==> src/rtl/uart_rx_if.sv <==
// UART receiver host-side bundle: oversample tick, line inputs,
// frame format controls, host read strobes and receiver status.
interface uart_rx_if;
    logic       bclk_in;
    logic       rxd_in;
    logic       loop_in;
    logic       txd_loop_in;
    logic [1:0] wls_in;
    logic       pen_in;
    logic       eps_in;
    logic       sp_in;
    logic       rbr_rd_in;
    logic       lsr_rd_in;
    logic [7:0] rbr_out;
    logic       dr_out;
    logic       oe_out;
    logic       pe_out;
    logic       fe_out;
    logic       bi_out;
    logic       busy_out;

    modport master (
        output bclk_in, rxd_in, loop_in, txd_loop_in,
        output wls_in, pen_in, eps_in, sp_in,
        output rbr_rd_in, lsr_rd_in,
        input  rbr_out, dr_out, oe_out, pe_out,
        input  fe_out, bi_out, busy_out
    );

    modport slave (
        input  bclk_in, rxd_in, loop_in, txd_loop_in,
        input  wls_in, pen_in, eps_in, sp_in,
        input  rbr_rd_in, lsr_rd_in,
        output rbr_out, dr_out, oe_out, pe_out,
        output fe_out, bi_out, busy_out
    );
endinterface

==> src/rtl/uart_rx.sv <==
// UART receiver: 16x oversampled, 5..8 data bits, optional parity,
// break detection, sticky line status.
// Ports: apb_clk_in clock, apb_rstn_in / urrst_in sync active-low
// resets, bus = uart_rx_if.slave (line, format, reads, status).
module uart_rx #(
    parameter int OVERSAMPLE   = 16,
    parameter int SAMPLE_POINT = 7
) (
    input  logic     apb_clk_in,
    input  logic     apb_rstn_in,
    input  logic     urrst_in,
    uart_rx_if.slave bus
);
    localparam logic [3:0] LAST_TICK   = 4'(OVERSAMPLE - 1);
    localparam logic [3:0] SAMPLE_TICK = 4'(SAMPLE_POINT);

    typedef enum logic [2:0] {
        IDLE, START, DATA, PARITY, STOP, BREAK
    } state_t;

    state_t     state_q, state_d;
    logic [1:0] sync_q;
    logic [3:0] cnt_q;
    logic [3:0] bit_q;
    logic [7:0] data_q;
    logic       zero_q;
    logic       perr_q;
    logic [7:0] rbr_q;
    logic       dr_q, oe_q, pe_q, fe_q, bi_q;

    logic       rst;
    logic       line_s;
    logic       sample;
    logic       boundary;
    logic [3:0] nbits;
    logic       exp_par;
    logic       load;
    logic       brk;

    assign rst      = !apb_rstn_in || !urrst_in;
    assign line_s   = sync_q[1];
    assign sample   = bus.bclk_in && (cnt_q == SAMPLE_TICK);
    assign boundary = bus.bclk_in && (cnt_q == LAST_TICK);
    assign nbits    = 4'(bus.wls_in) + 4'd5;
    // Unused upper data bits stay 0, so the full XOR is the frame XOR.
    assign exp_par  = bus.sp_in ? ~bus.eps_in
                                : (^data_q) ^ ~bus.eps_in;

    always_ff @(posedge apb_clk_in) begin
        if (rst) state_q <= IDLE;
        else     state_q <= state_d;
    end

    always_comb begin
        state_d = state_q;
        load    = 1'b0;
        brk     = 1'b0;
        unique case (state_q)
            IDLE:   if (!line_s) state_d = START;
            START: begin
                if (sample && line_s) state_d = IDLE;
                else if (boundary)    state_d = DATA;
            end
            // >= keeps a mid-frame width change from hanging the FSM.
            DATA:   if (boundary && bit_q >= nbits)
                        state_d = bus.pen_in ? PARITY : STOP;
            PARITY: if (boundary) state_d = STOP;
            STOP: begin
                if (sample) begin
                    load = 1'b1;
                    if (zero_q && !line_s) begin
                        brk     = 1'b1;
                        state_d = BREAK;
                    end else begin
                        state_d = IDLE;
                    end
                end
            end
            BREAK:  if (bus.bclk_in && line_s) state_d = IDLE;
            default: state_d = IDLE;
        endcase
    end

    always_ff @(posedge apb_clk_in) begin
        if (rst) begin
            sync_q <= 2'b11;
            cnt_q  <= '0;
            bit_q  <= '0;
            data_q <= '0;
            zero_q <= 1'b1;
            perr_q <= 1'b0;
            rbr_q  <= '0;
            dr_q   <= 1'b0;
            oe_q   <= 1'b0;
            pe_q   <= 1'b0;
            fe_q   <= 1'b0;
            bi_q   <= 1'b0;
        end else begin
            sync_q <= {sync_q[0],
                       bus.loop_in ? bus.txd_loop_in : bus.rxd_in};

            if (state_q == IDLE)  cnt_q <= '0;
            else if (bus.bclk_in) cnt_q <= cnt_q + 4'd1;

            if (state_q == IDLE) begin
                bit_q  <= '0;
                data_q <= '0;
                zero_q <= 1'b1;
                perr_q <= 1'b0;
            end

            if (state_q == DATA && sample) begin
                if (bit_q < 4'd8) data_q[bit_q[2:0]] <= line_s;
                bit_q  <= bit_q + 4'd1;
                zero_q <= zero_q & !line_s;
            end

            if (state_q == PARITY && sample) begin
                perr_q <= line_s != exp_par;
                zero_q <= zero_q & !line_s;
            end

            if (load) rbr_q <= brk ? 8'h00 : data_q;

            if (load)               dr_q <= 1'b1;
            else if (bus.rbr_rd_in) dr_q <= 1'b0;

            // A set in the same cycle as an LSR read wins.
            if (load && dr_q && !bus.rbr_rd_in) oe_q <= 1'b1;
            else if (bus.lsr_rd_in)             oe_q <= 1'b0;

            if (load && !brk && perr_q) pe_q <= 1'b1;
            else if (bus.lsr_rd_in)     pe_q <= 1'b0;

            if (load && !line_s)    fe_q <= 1'b1;
            else if (bus.lsr_rd_in) fe_q <= 1'b0;

            if (brk)                bi_q <= 1'b1;
            else if (bus.lsr_rd_in) bi_q <= 1'b0;
        end
    end

    assign bus.rbr_out  = rbr_q;
    assign bus.dr_out   = dr_q;
    assign bus.oe_out   = oe_q;
    assign bus.pe_out   = pe_q;
    assign bus.fe_out   = fe_q;
    assign bus.bi_out   = bi_q;
    assign bus.busy_out = state_q != IDLE;
endmodule
==> src/flat_wrapper.sv <==
// flat-port wrapper written by rule: the top's interface ports become plain ports
module uart_rx_flat 
#(
    parameter int OVERSAMPLE   = 16,
    parameter int SAMPLE_POINT = 7
)
  (apb_clk_in, apb_rstn_in, urrst_in, bus_bclk_in, bus_rxd_in, bus_loop_in, bus_txd_loop_in, bus_wls_in, bus_pen_in, bus_eps_in, bus_sp_in, bus_rbr_rd_in, bus_lsr_rd_in, bus_rbr_out, bus_dr_out, bus_oe_out, bus_pe_out, bus_fe_out, bus_bi_out, bus_busy_out);
  uart_rx_if bus_i ();
  input  logic apb_clk_in;
  input  logic apb_rstn_in;
  input  logic urrst_in;
  input wire logic [$bits(bus_i.bclk_in)-1:0] bus_bclk_in;
  input wire logic [$bits(bus_i.rxd_in)-1:0] bus_rxd_in;
  input wire logic [$bits(bus_i.loop_in)-1:0] bus_loop_in;
  input wire logic [$bits(bus_i.txd_loop_in)-1:0] bus_txd_loop_in;
  input wire logic [$bits(bus_i.wls_in)-1:0] bus_wls_in;
  input wire logic [$bits(bus_i.pen_in)-1:0] bus_pen_in;
  input wire logic [$bits(bus_i.eps_in)-1:0] bus_eps_in;
  input wire logic [$bits(bus_i.sp_in)-1:0] bus_sp_in;
  input wire logic [$bits(bus_i.rbr_rd_in)-1:0] bus_rbr_rd_in;
  input wire logic [$bits(bus_i.lsr_rd_in)-1:0] bus_lsr_rd_in;
  output wire logic [$bits(bus_i.rbr_out)-1:0] bus_rbr_out;
  output wire logic [$bits(bus_i.dr_out)-1:0] bus_dr_out;
  output wire logic [$bits(bus_i.oe_out)-1:0] bus_oe_out;
  output wire logic [$bits(bus_i.pe_out)-1:0] bus_pe_out;
  output wire logic [$bits(bus_i.fe_out)-1:0] bus_fe_out;
  output wire logic [$bits(bus_i.bi_out)-1:0] bus_bi_out;
  output wire logic [$bits(bus_i.busy_out)-1:0] bus_busy_out;
  assign bus_i.bclk_in = bus_bclk_in;
  assign bus_i.rxd_in = bus_rxd_in;
  assign bus_i.loop_in = bus_loop_in;
  assign bus_i.txd_loop_in = bus_txd_loop_in;
  assign bus_i.wls_in = bus_wls_in;
  assign bus_i.pen_in = bus_pen_in;
  assign bus_i.eps_in = bus_eps_in;
  assign bus_i.sp_in = bus_sp_in;
  assign bus_i.rbr_rd_in = bus_rbr_rd_in;
  assign bus_i.lsr_rd_in = bus_lsr_rd_in;
  assign bus_rbr_out = bus_i.rbr_out;
  assign bus_dr_out = bus_i.dr_out;
  assign bus_oe_out = bus_i.oe_out;
  assign bus_pe_out = bus_i.pe_out;
  assign bus_fe_out = bus_i.fe_out;
  assign bus_bi_out = bus_i.bi_out;
  assign bus_busy_out = bus_i.busy_out;
  uart_rx #(.OVERSAMPLE(OVERSAMPLE), .SAMPLE_POINT(SAMPLE_POINT)) u_core (.apb_clk_in(apb_clk_in), .apb_rstn_in(apb_rstn_in), .urrst_in(urrst_in), .bus(bus_i));
endmodule
==> config.mk <==
export PLATFORM = sky130hd
export DESIGN_NAME = uart_rx_flat
export DESIGN_NICKNAME = d
export VERILOG_FILES = /design/src/rtl/uart_rx_if.sv /design/src/rtl/uart_rx.sv /design/src/flat_wrapper.sv
export SDC_FILE = /design/constraint.sdc
export NUM_CORES = 1
export LEC_CHECK = 0
export ABC_CLOCK_PERIOD_IN_PS = 1650
export CORE_MARGIN = 3
export CORE_UTILIZATION = 40
export CTS_CLUSTER_DIAMETER = 120
export DETAILED_ROUTE_END_ITERATION = 10
export PLACE_DENSITY_LB_ADDON = 0.1
export SYNTH_ARGS = -nofsm -noshare
export SYNTH_HDL_FRONTEND = slang
export SYNTH_SLANG_ARGS = --single-unit
==> constraint.sdc <==
create_clock -name apb_clk_in -period 1.65 [get_ports apb_clk_in]
set_clock_uncertainty 0.05 [all_clocks]
set_input_delay 0.165 -clock apb_clk_in [delete_from_list [all_inputs] [get_ports apb_clk_in]]
set_output_delay 0.165 -clock apb_clk_in [all_outputs]
set_load 0.05 [all_outputs]
[After elaboration in Yosys (flattened, before gate mapping)]
Cells that the tools add are included.
Widths: inputs -> output; s select.
Storage, ports and cells
  bits in registers: 36
  bits of input ports: 14
  output and inout bits: 14
Operators by class
  add/subtract/negate cells: 3
  magnitude comparators: 4
  equal/unequal tests: 14
  multiplexer cells: 39
  bitwise logic cells: 3
  reductions and logical operators: 33
Operators with widths (count)
  $mux 8: 5
  $mux 3: 9
  $mux 1: 20
  $pmux 3 s6: 1
  $logic_and 1x1->1: 14
  $reduce_bool 2->1: 7
  $add 4x1->4 const B: 2
  $bwmux 8: 1
  $mux 4: 2
  $ne 2x1->1 const B: 4
  $reduce_xor 8->1: 1
  $eq 3x2->1 const B: 2
  $eq 3x3->1 const B: 2
  $reduce_and 6->1: 1
  $reduce_bool 3->1: 2
  $logic_not 1->1: 5
  $add 2x3->4 const B: 1
  $eq 4x3->1 const B: 1
  $eq 4x4->1 const B: 1
  $ge 4x4->1: 1
  $lt 3x4->1 const B: 1
  $lt 4x4->1 const B: 1
  $demux 1 s3: 1
  $eq 3x1->1 const B: 1
  10 further kinds: 10

[Longest topological paths before layout]
  depth after elaboration: 9
  depth in mapped cells: 8

[Least setup slack after synthesis]
No wires, ideal clock.
  path type: reg-to-reg
  start: reg u_core.bit_q[0]
  end: reg u_core.state_q[1]
  library setup time: 0.072 ns
  arrival: 1.522 ns
  data required time: 1.528 ns
  slack: 0.006 ns
  stages on the path, launching flop included: 8
  buffers on the path: 0
  cell sequence: dfxtp_1 > inv_1 > ha_1 > nand2b_1 > a31oi_1 > o21a_1 > a211oi_2 > mux2i_1
Between the ends
  cells in the longest elaborated chain, start to end: 4
RTL lines
  start: declaration: RTL line uart_rx.sv:24  | logic [3:0] bit_q;
  start signal: assignment: RTL line uart_rx.sv:114  | bit_q <= bit_q + 4'd1;
  $ge 4x4->1: RTL line uart_rx.sv:65  | DATA: if (boundary && bit_q >= nbits)
  $logic_and 1x1->1: RTL line uart_rx.sv:65
  $ne 2x1->1 (no source line)
  $reduce_and 6->1 (no source line)
  end signal: assignment: RTL line uart_rx.sv:51  | else state_q <= state_d;
  end: declaration: RTL line uart_rx.sv:21  | state_t state_q, state_d;
No other way between the ends.
A chain may end at the register's enable or synchronous reset.

[Final worst setup path]
  start: in bus_wls_in[0]
  end: reg u_core.state_q[2]
Between the ends
  cells in the longest elaborated chain, start to end: 5
RTL lines
  start: declaration: RTL line flat_wrapper.sv:16  | input wire logic [$bits(bus_i.wls_in)-1:0] bus_wls_in;
  $add 2x3->4: RTL line uart_rx.sv:44  | assign nbits = 4'(bus.wls_in) + 4'd5;
  $ge 4x4->1: RTL line uart_rx.sv:65
  $logic_and 1x1->1: RTL line uart_rx.sv:65
  $ne 2x1->1 (no source line)
  $reduce_and 6->1 (no source line)
No other way between the ends.

==> reports/results.ini <==
[synthesis]
yosys_warnings = 0
synth_top_family_by_area = simple AND/OR/NAND/NOR gates
synth.distinct_cells = 39
ys_ff_latch = 36
seq_area_frac_synth_pct = 39.0
synth-main-ff-cell = dfxtp_1
synth_xor_area_share_pct = 5.21
synth_compound_area_share_pct = 14.3
synth_edf_count = 0
synthTopCellsByArea = dfxtp_1 (39%), mux2i_1 (5.4%), nor2_1 (4.9%), ha_1 (4.7%), nand3_1 (4.1%)
yosys.area_share.simple_pct = 25.3
synth.largest_area_cell = dfxtp_1
yosysMostFrequentCell = dfxtp_1
avgSynthCellArea_um2 = 8.56
yosys.area_share.adder_pct = 4.74
synth_mux_area_share_pct = 6.64
synth_common_cells = dfxtp_1 (36), nor2_1 (24), nand2_1 (19), nand3_1 (15)
synthArstFlopShare_pct = 0
netlist_area_mm2 = 0.00185
synth_top_area_share_pct = 39.0
synth_cells = 216
synth_fp_nets = 237

[placement]
pre_cts_ws_ns = -0.460
port_buffers = 27
place_congestion = 0.846
placed_cell_area_mm2 = 0.00236
hpwl_mm = 3.18
placed_cells = 317

[critical_path]
worst-setup-path-type = in2reg
end_kind = register
critPathLaunchType = input port
critPathArrivalTime_ns = 1.83
r2r_slack_ns = 0.01
cp_max_fo = 2
r2r_start = u_core.cnt_q[1]
cp.required_ns = 1.83
worstReg2RegEnd = u_core.bit_q[0]
reg2reg_depth = 5

[detailed_routing]
viasPerCell = 5.17
drt_pass1_iterations = 4
avgRoutedWirePerCell_um = 13.2
drtAntennaViolNets = 0
drcViolationCount = 0
drt_iter0_markers = 84
via_count = 1700
drt-total-wl_mm = 4.35

[layout]
areaGrowthSynthToFinish_pct = 43.7
antenna_cells = 0
finalNetCount = 297
nFillCells = 409
final_cell_area_mm2 = 0.00266
layout.cells.non_filler = 329
drive_gt1_share_pct = 32.5

[cts]
clkTransAtPathRegs_ns = 0.08
clockBufferDepth = 2
cts_buffers = 5
cts_tree = done
h-tree-depth = 2
clkSinkCount = 36
root_buffer = clkbuf_8
clock_latency_ns = 0.29

[worst_hold_path]
holdPathStages = 1
hold_class = reg2reg
hp-start = u_core.sync_q[0]
hold_end = u_core.sync_q[1]

[sta]
setup_slack_ns = -0.00237
timing.hold.ws_ns = 0.360
setup_viol = 2
worst_pin_slew_ns = 0.362
fmax_ghz = 0.605
hold_viol = 0
drv_slew = 0
finalCritPeriodShare_pct = 100
period_minus_slack_ns = 1.65
slew_headroom_pct = 75.8
rsz0062_at_grt = true

[die]
die_h_um = 74.0
num_rows = 24
io_pins = 28
die-area_mm2 = 0.00547
die_w_um = 74.0
initial_utilization_pct = 41.9
coreArea_mm2 = 0.00441

[power_and_ir_drop]
power_frac_clock_pct = 44.4
p_switching_uw = 398
switching_share_pct = 22.4
ir_drop_uv = 428
p_seq_share_pct = 49.0
power_density_mw_per_mm2 = 669
internal-power_mw = 1.38
power_mw = 1.78
p_comb_share_pct = 6.6
leakage_nw = 1.06

[global_route]
grt_pass1_wl_mm = 7.38
grt_use_total_pct = 17.2
grt_overflow = 0
antenna_found_initial = 0
grt_pass1_vias = 1652
grt_start_max_net_pins = 21

[flow_run]
cap_viol_max_count = 0

[outcome]
status = finished with violations
violations = negative setup slack

what timing repair did:
item | 4_1_cts | 5_1_grt
pin swaps | 6 | 9
hold endpoints to repair | 0 | 0
setup buffers | 0 | 4
resized for setup | 12 | 20
setup endpoints to repair | 13 | 19
hold buffers | 0 | 0
power groups by stage:
stage	logic [mW]	clock network [mW]	registers (mW)
2_1_floorplan	0.0480	0	0.891
3_3_place_gp	0.102	0	0.892
3_5_place_dp	0.104	0	0.892
4_1_cts	0.104	0.815	0.872
5_1_grt	0.128	0.853	0.872
6_report	0.117	0.790	0.872
metal layers:
| layer | wire length, um | up-vias | share of wire (%) | GRT usage, % |
|---|---|---|---|---|
| li1 | - | 873 | - | - |
| met1 | 2080 | 798 | 48 | 22.5 |
| met2 | 2070 | 27 | 48 | 28.0 |
| met3 | 175 | 2 | 4.0 | 4.86 |
| met4 | 15 | 0 | 0.35 | 4.83 |
| met5 | 0 | - | 0 | 0 |
how the worst max path moves through the flow:
stage	from	to	cells after the start
6_report	bus_wls_in[0]	u_core.state_q[2]	8
3_5_place_dp	bus_wls_in[0]	u_core.state_q[2]	8
2_1_floorplan	u_core.bit_q[0]	u_core.state_q[1]	7
3_3_place_gp	bus_wls_in[0]	u_core.state_q[2]	8
4_1_cts	u_core.bit_q[0]	u_core.state_q[2]	7
5_1_grt	u_core.cnt_q[1]	u_core.data_q[1]	6
critical path: stages:
cell           delay (ns)
dlygate4sd2_1        0.24
ha_2                 0.31
inv_1                0.06
ha_4                 0.27
a31oi_4              0.08
o21a_1               0.21
a211oi_2             0.30
mux2i_1              0.20
cell usage in the layout (no fill, tap or decap), drive strengths merged:
cell / n
buf: 53
dfxtp: 36
nor2: 24
nand2: 19
nand3: 15
clkdlybuf4s50: 11
a21oi: 10
mux2i: 10
a22oi: 9
inv: 8
ha: 7
xnor2: 6
nand2b: 6
and2: 6
nand4: 5
xor2: 5
clkbuf: 5
nor3: 5
a21o: 3
o21ai: 3
a31oi: 3
nor2b: 2
o22ai: 2
o21a: 2
a211oi: 2
o2bb2ai: 2
mux2: 2
a2bb2oi: 2
dlygate4sd2: 2
and3: 2
or3: 2
nor4: 2
a21boi: 1
nand4b: 1
and4b: 1
clkinvlp: 1
clkinv: 1
bufinv: 1
area by class of cell:
| type | instances | area [um2] | share of cell area, % |
|---|---|---|---|
| multi-input combinational | 159 | 1180 | 44.4 |
| timing repair buffer | 66 | 546 | 20.5 |
| tap | 52 | 65.1 | 2.45 |
| sequential | 36 | 724 | 27.3 |
| clock inverter | 3 | 42.5 | 1.60 |
| inverter | 8 | 30.0 | 1.13 |
| clock buffer | 5 | 68.8 | 2.59 |
state kept, by name, summed over array words and instances (netlist names):
| name | flops |
|---|---|
| u_core.bit_q | 4 |
| u_core.bus.bi_out | 1 |
| u_core.bus.dr_out | 1 |
| u_core.bus.fe_out | 1 |
| u_core.bus.oe_out | 1 |
| u_core.bus.pe_out | 1 |
| u_core.bus.rbr_out | 8 |
| u_core.cnt_q | 4 |
| u_core.data_q | 8 |
| u_core.perr_q | 1 |
| u_core.state_q | 3 |
| u_core.sync_q | 2 |
| u_core.zero_q | 1 |
cell families (layout without fill, tap and decap cells):
logic type | after synthesis | after routing
AO/OA/AOI/OAI | 39 | 39
XOR/XNOR | 11 | 11
adder cells (fa/ha/maj) | 7 | 7
buffers and inverters | 21 | 82
flip-flops | 36 | 36
multiplexers | 12 | 12
AND/OR/NAND/NOR | 90 | 90
stage by stage:
| stage | util, % | TNS [ns] |
|---|---|---|
| 6_report | 60.2 | -0.00282 |
| 3_5_place_dp | 53.5 | -5.57 |
| 4_1_cts | 56.8 | 0 |
| 3_3_place_gp | 53.5 | -5.31 |
| 2_1_floorplan | - | 0 |
| 5_1_grt | 60.2 | -0.730 |
Power figures use the tool's default switching activity.
